File: config.mk
export PLATFORM = sky130hd
export DESIGN_NAME = dds_sweep_ctrl
export DESIGN_NICKNAME = d
export VERILOG_FILES = /design/src/rtl/dds_sweep_ctrl.sv
export SDC_FILE = /design/constraint.sdc
export NUM_CORES = 1
export LEC_CHECK = 0
export ABC_CLOCK_PERIOD_IN_PS = 3700
export CAP_MARGIN = 20
export CORE_MARGIN = 1.5
export CORE_UTILIZATION = 53
export DETAILED_ROUTE_END_ITERATION = 10
export PLACE_DENSITY = 0.76
export SLEW_MARGIN = 0
export SYNTH_ARGS = -nofsm -noshare
export SYNTH_HDL_FRONTEND = slang
export SYNTH_SLANG_ARGS = --single-unit
File: constraint.sdc
create_clock -name clk -period 3.7 [get_ports clk]
set_input_delay 0.37 -clock clk [delete_from_list [all_inputs] [get_ports clk]]
set_output_delay 0.37 -clock clk [all_outputs]
set_load 0.005 [all_outputs]
File: src/rtl/dds_sweep_ctrl.sv
// Frequency-sweep sequencer driving the DDS tuning word through a start->stop ramp.
// Latency: first point one cycle after start is sampled; each point is held dwell+1 cycles.
// Backpressure: none; start is ignored while busy or in the done cycle, abort always wins.
//
// Ports:
//   clk, rst_n                     DAC-domain clock, asynchronous active-low reset
//   start, abort                   sweep request / immediate stop, sampled every cycle
//   mode                           0 single, 1 sawtooth repeat, 2 triangle, 3 as single
//   f_start, f_stop, f_inc, dwell  sweep configuration, latched on an accepted start
//   step, step_strobe              tuning word to the DDS and its new-value pulse
//   busy, done, dir                sweep status, completion pulse, current leg (1 = down)
module dds_sweep_ctrl #(
    parameter int STEP_W  = 8,
    parameter int DWELL_W = 16
) (
    input  logic               clk,
    input  logic               rst_n,
    input  logic               start,
    input  logic               abort,
    input  logic [1:0]         mode,
    input  logic [STEP_W-1:0]  f_start,
    input  logic [STEP_W-1:0]  f_stop,
    input  logic [STEP_W-1:0]  f_inc,
    input  logic [DWELL_W-1:0] dwell,
    output logic [STEP_W-1:0]  step,
    output logic               step_strobe,
    output logic               busy,
    output logic               done,
    output logic               dir
);

    typedef enum logic [1:0] {
        ST_IDLE = 2'd0,
        ST_RUN  = 2'd1,
        ST_DONE = 2'd2
    } state_t;

    localparam logic [1:0] MODE_SINGLE = 2'd0;
    localparam logic [1:0] MODE_SAW    = 2'd1;
    localparam logic [1:0] MODE_TRI    = 2'd2;

    state_t               state_q, state_d;
    logic [STEP_W-1:0]    step_q, step_d;
    logic                 strobe_q, strobe_d;
    logic                 dir_q, dir_d;
    logic [DWELL_W-1:0]   cnt_q, cnt_d;
    logic [1:0]           mode_q, mode_d;
    logic [STEP_W-1:0]    fs_q, fs_d;
    logic [STEP_W-1:0]    fp_q, fp_d;
    logic [STEP_W-1:0]    inc_q, inc_d;
    logic [DWELL_W-1:0]   dwell_q, dwell_d;

    // Ramp arithmetic is done one bit wider so neither direction can wrap.
    logic [STEP_W:0]      up_sum;
    logic [STEP_W:0]      dn_floor;
    logic [STEP_W-1:0]    up_nxt;
    logic [STEP_W-1:0]    dn_nxt;
    logic                 degen;

    always_comb begin
        up_sum   = {1'b0, step_q} + {1'b0, inc_q};
        up_nxt   = (up_sum > {1'b0, fp_q}) ? fp_q : up_sum[STEP_W-1:0];
        // cur - inc < start  <=>  cur < start + inc, evaluated without underflow
        dn_floor = {1'b0, fs_q} + {1'b0, inc_q};
        dn_nxt   = ({1'b0, step_q} < dn_floor) ? fs_q : (step_q - inc_q);
        // A zero increment or an empty/inverted range collapses to the single point f_start.
        degen    = (inc_q == '0) || (fp_q <= fs_q);
    end

    always_comb begin
        state_d  = state_q;
        step_d   = step_q;
        strobe_d = 1'b0;
        dir_d    = dir_q;
        cnt_d    = cnt_q;
        mode_d   = mode_q;
        fs_d     = fs_q;
        fp_d     = fp_q;
        inc_d    = inc_q;
        dwell_d  = dwell_q;

        case (state_q)
            ST_IDLE: begin
                if (start) begin
                    mode_d   = (mode == 2'd3) ? MODE_SINGLE : mode;
                    fs_d     = f_start;
                    fp_d     = f_stop;
                    inc_d    = f_inc;
                    dwell_d  = dwell;
                    step_d   = f_start;
                    strobe_d = 1'b1;
                    dir_d    = 1'b0;
                    cnt_d    = dwell;
                    state_d  = ST_RUN;
                end
            end
            ST_RUN: begin
                if (cnt_q != '0) begin
                    cnt_d = cnt_q - DWELL_W'(1);
                end else begin
                    cnt_d = dwell_q;
                    if (degen) begin
                        if (mode_q == MODE_SINGLE) begin
                            state_d = ST_DONE;
                        end else begin
                            step_d   = fs_q;
                            strobe_d = 1'b1;
                        end
                    end else if (!dir_q) begin
                        if (step_q != fp_q) begin
                            step_d   = up_nxt;
                            strobe_d = 1'b1;
                        end else if (mode_q == MODE_SAW) begin
                            step_d   = fs_q;
                            strobe_d = 1'b1;
                        end else if (mode_q == MODE_TRI) begin
                            dir_d    = 1'b1;
                            step_d   = dn_nxt;
                            strobe_d = 1'b1;
                        end else begin
                            // single sweep finished; step keeps f_stop through DONE
                            state_d = ST_DONE;
                        end
                    end else begin
                        if (step_q != fs_q) begin
                            step_d   = dn_nxt;
                            strobe_d = 1'b1;
                        end else begin
                            dir_d    = 1'b0;
                            step_d   = up_nxt;
                            strobe_d = 1'b1;
                        end
                    end
                end
            end
            ST_DONE: begin
                state_d = ST_IDLE;
            end
            default: begin
                state_d = ST_IDLE;
            end
        endcase

        if (abort) begin
            state_d  = ST_IDLE;
            step_d   = '0;
            strobe_d = 1'b0;
            dir_d    = 1'b0;
            cnt_d    = '0;
        end
    end

    always_ff @(posedge clk or negedge rst_n) begin
        if (!rst_n) begin
            state_q  <= ST_IDLE;
            step_q   <= '0;
            strobe_q <= 1'b0;
            dir_q    <= 1'b0;
            cnt_q    <= '0;
            mode_q   <= 2'd0;
            fs_q     <= '0;
            fp_q     <= '0;
            inc_q    <= '0;
            dwell_q  <= '0;
        end else begin
            state_q  <= state_d;
            step_q   <= step_d;
            strobe_q <= strobe_d;
            dir_q    <= dir_d;
            cnt_q    <= cnt_d;
            mode_q   <= mode_d;
            fs_q     <= fs_d;
            fp_q     <= fp_d;
            inc_q    <= inc_d;
            dwell_q  <= dwell_d;
        end
    end

    assign step        = step_q;
    assign step_strobe = strobe_q;
    assign dir         = dir_q;
    assign busy        = (state_q == ST_RUN);
    assign done        = (state_q == ST_DONE);

endmodule

==> results.sh <==
export IMPL_pin_count=58
export IMPL_crit_top_cell="ha_4"
export IMPL_cts_tree="yes"
export IMPL_clock_path_buffers=2
export IMPL_setup_violations_final=5
export IMPL_worst_slew_pin_slew_ns=1.046
export IMPL_syn_inst=698
export IMPL_slew_headroom_pct=29.41
export IMPL_critical_path_arrival_ns=4.18
export IMPL_grt_overflow_total=0
export IMPL_finalPower_mw=4.116
export IMPL_critPathRequiredTime_ns=3.97
export IMPL_min_period_over_period_pct=105.5
export IMPL_cts_root_buf="clkbuf_8"
export IMPL_dr_total_vias=5902
export IMPL_dpl_cell_count=923
export IMPL_synth_top_area_cell="dfrtp_1"
export IMPL_fp_dieH_um=107.3
export IMPL_nets=909
export IMPL_hold_viol=0
export IMPL_wl_um=20070
export IMPL_synth_common_cells="nand2_1, dfrtp_1, o21ai_0, ha_1, inv_1"
export IMPL_rows=37
export IMPL_layout_drive_gt1_share_pct=17.98
export IMPL_finClkSkew_ns=0.009012
export IMPL_yosys_top_cells_area="dfrtp_1, ha_1, nand2_1, o21ai_0, xnor2_1"
export IMPL_end_kind="flop"
export IMPL_crit_buf_inv=1
export IMPL_cpMaxStageDelayCell="or4b_1"
export IMPL_grt_pass1_vias=5754
export IMPL_cts_max_level=3
export IMPL_period_needed_ns=3.902
export IMPL_antenna_found_initial=0
export IMPL_synth_edf_count=0
export IMPL_grt_usage_pct=36.09
export IMPL_cts_sinks=70
export IMPL_crit_fanout=4
export IMPL_p_per_area_nw_per_um2=558.3
export IMPL_layout_setup_ws_ns=-0.2018
export IMPL_yosysUniqueCellTypes=70
export IMPL_regArea_um2=1755
export IMPL_leakagePower_nw=3.255
export IMPL_final_fill_count=838
export IMPL_ir_drop_mv=0.2978
export IMPL_cts_hold_buf=0
export IMPL_drc=0
export IMPL_die_area_um2=11520
export IMPL_seq_area_frac_synth_pct=30.37
export IMPL_areaGrowthSynthToFinish_pct=27.81
export IMPL_core_region_area_um2=10460
export IMPL_asyncSetResetFlopFracSynth_pct=100.0
export IMPL_failed_checks="negative setup slack"
export IMPL_ant_nets=0
export IMPL_diodes=0
export IMPL_drv_slew=0
export IMPL_cap_violations=0
export IMPL_worstPathCellList="ha_4, inv_2, fa_2, o21ba_4, or4_4, nand2_4, xnor2_4, ha_4, nand4b_1, or3_4, o211a_4, nor3_4, a2111oi_2, or4b_1, o221ai_2"
export IMPL_initial_core_util_pct=55.13
export IMPL_crit_family="simple AND/OR/NAND/NOR gates"
export IMPL_syn_area_per_cell_um2=8.264
export IMPL_clk_latency_ns=0.35
export IMPL_via_per_inst=6.226
export IMPL_die_w_um=107.3
export IMPL_max_stage_delay_ns=0.53
export IMPL_wire_per_inst_um=21.17
export IMPL_synth_most_common_cell="nand2_1"
export IMPL_fmax_mhz=256.3
export IMPL_crit_type="reg -> reg"
export IMPL_multi_input_area_um2=3936
export IMPL_path_clk_slew_ns=0.08
export IMPL_startpoint_type="flop"
export IMPL_hpwl_um=15500
export IMPL_first_pass_iters=5
export IMPL_final_cells=948
export IMPL_synthesis_nets=799
export IMPL_drt_initial_drc_count=482
export IMPL_synth_seq_cells=70
export IMPL_grt_max_degree=71
export IMPL_hp_class="in -> async"
export IMPL_grt_pass1_wl_um=31220
export IMPL_outcome="complete, but fails checks"
export IMPL_io_buffers=57
export IMPL_gp_congestion=0.9661
export IMPL_syn_area_um2=5768
export IMPL_rsz0062_at_grt="true"
export IMPL_synthFlopType="dfrtp_1"
export IMPL_ys_warn_count=0
export IMPL_synth_top_area_share_pct=30.37
export IMPL_cts_buffers_inserted=9
==> flip-flops by register name, indices dropped and copies added, names as in the netlist <==
register and flops:
dwell_q 16, step_strobe 1, fs_q 8, mode_q 2
dir 1, state_q 2, fp_q 8, cnt_q 16
step 8, inc_q 8
==> power breakdown <==
part           switching, mW  internal [mW]
Clock                  0.323          0.396
Combinational           1.31           1.10
Sequential             0.128          0.865
==> cell usage in the layout (no fill, tap or decap), types with 7 or more instances in the layout <==
master	Yosys	layout
a21oi_1	28	26
dfrtp_1	70	67
a211oi_1	8	7
xor2_1	12	12
a22o_1	10	10
o21ai_0	58	57
o21a_1	8	8
xnor2_1	29	28
o211ai_1	7	7
buf_4	0	64
nand4_1	15	15
clkdlybuf4s50_1	0	56
inv_1	45	43
nor3_1	14	14
ha_1	52	48
nor2_1	30	29
clkbuf_8	0	10
nand3_1	9	8
o21ai_1	9	9
a31oi_1	21	18
nand2_1	127	126
==> stage by stage <==
step / hold slack, ns / util, % / cell area (um2) / setup WS (ns) / TNS (ns)
2_1_floorplan: 0.07441 / - / 5809 / 0.007863 / 0
3_3_place_gp: 0.4545 / 65.69 / 6873 / -0.08226 / -0.1562
3_5_place_dp: 0.4649 / 65.69 / 6873 / -0.1565 / -0.4080
4_1_cts: 0.2710 / 68.93 / 7212 / -0.07350 / -0.1750
5_1_grt: 0.3215 / 70.46 / 7372 / -0.3133 / -1.559
6_report: 0.2243 / 70.46 / 7372 / -0.2018 / -0.6398
==> metal layers <==
| metal | wire [um] | global-route usage (%) | up-vias |
|---|---|---|---|
| li1 | - | - | 2741 |
| met1 | 8902 | 51.17 | 2829 |
| met2 | 8914 | 55.37 | 294 |
| met3 | 1824 | 7.627 | 38 |
| met4 | 429 | 10.29 | 0 |
| met5 | 0 | 0 | - |
==> final timing paths <==
kind | start | end | slack [ns] | depth (start not counted)
setup / recovery | inc_q[0]$_DFFE_PN0P_ | step[6]$_DFFE_PN0P_ | -0.20 | 15
hold / removal | rst_n | fp_q[3]$_DFFE_PN0P_ | 0.22 | 2
setup reg to reg | inc_q[0]$_DFFE_PN0P_ | step[6]$_DFFE_PN0P_ | -0.20 | 15
hold reg to reg | dwell_q[3]$_DFFE_PN0P_ | dwell_q[3]$_DFFE_PN0P_ | 0.48 | 2
max in group asynchronous | rst_n | step[1]$_DFFE_PN0P_ | 2.79 | 2
min in group clk | dwell_q[3]$_DFFE_PN0P_ | dwell_q[3]$_DFFE_PN0P_ | 0.48 | 2
==> cells by family after synthesis <==
logic type / synth area share [%]
AOI/OAI and AO/OA: 23.82
xor gates and xnor gates: 6.226
adders and majority gates: 12.32
buffers and inverters: 4.989
DFF: 30.37
muxes: 0.5206
and+or+nand+nor: 21.76
==> repair_timing <==
action / in CTS / in global routing
pin swaps: 1 / 13
setup endpoints to repair: 6 / 8
buffers inserted: 3 / 6
resized for setup: 18 / 19
==> cell type report <==
class                   instances  share of cell area (%)
multi-input cells             556                   53.39
flip-flops and latches         70                   23.81
clock buffers                  10                   1.867
inverters                      45                   2.291
clock inverters                 5                   1.137
repair buffers                126                   15.19
well taps                     136                   2.308
Note: power is estimated with default switching activity, not from simulation.
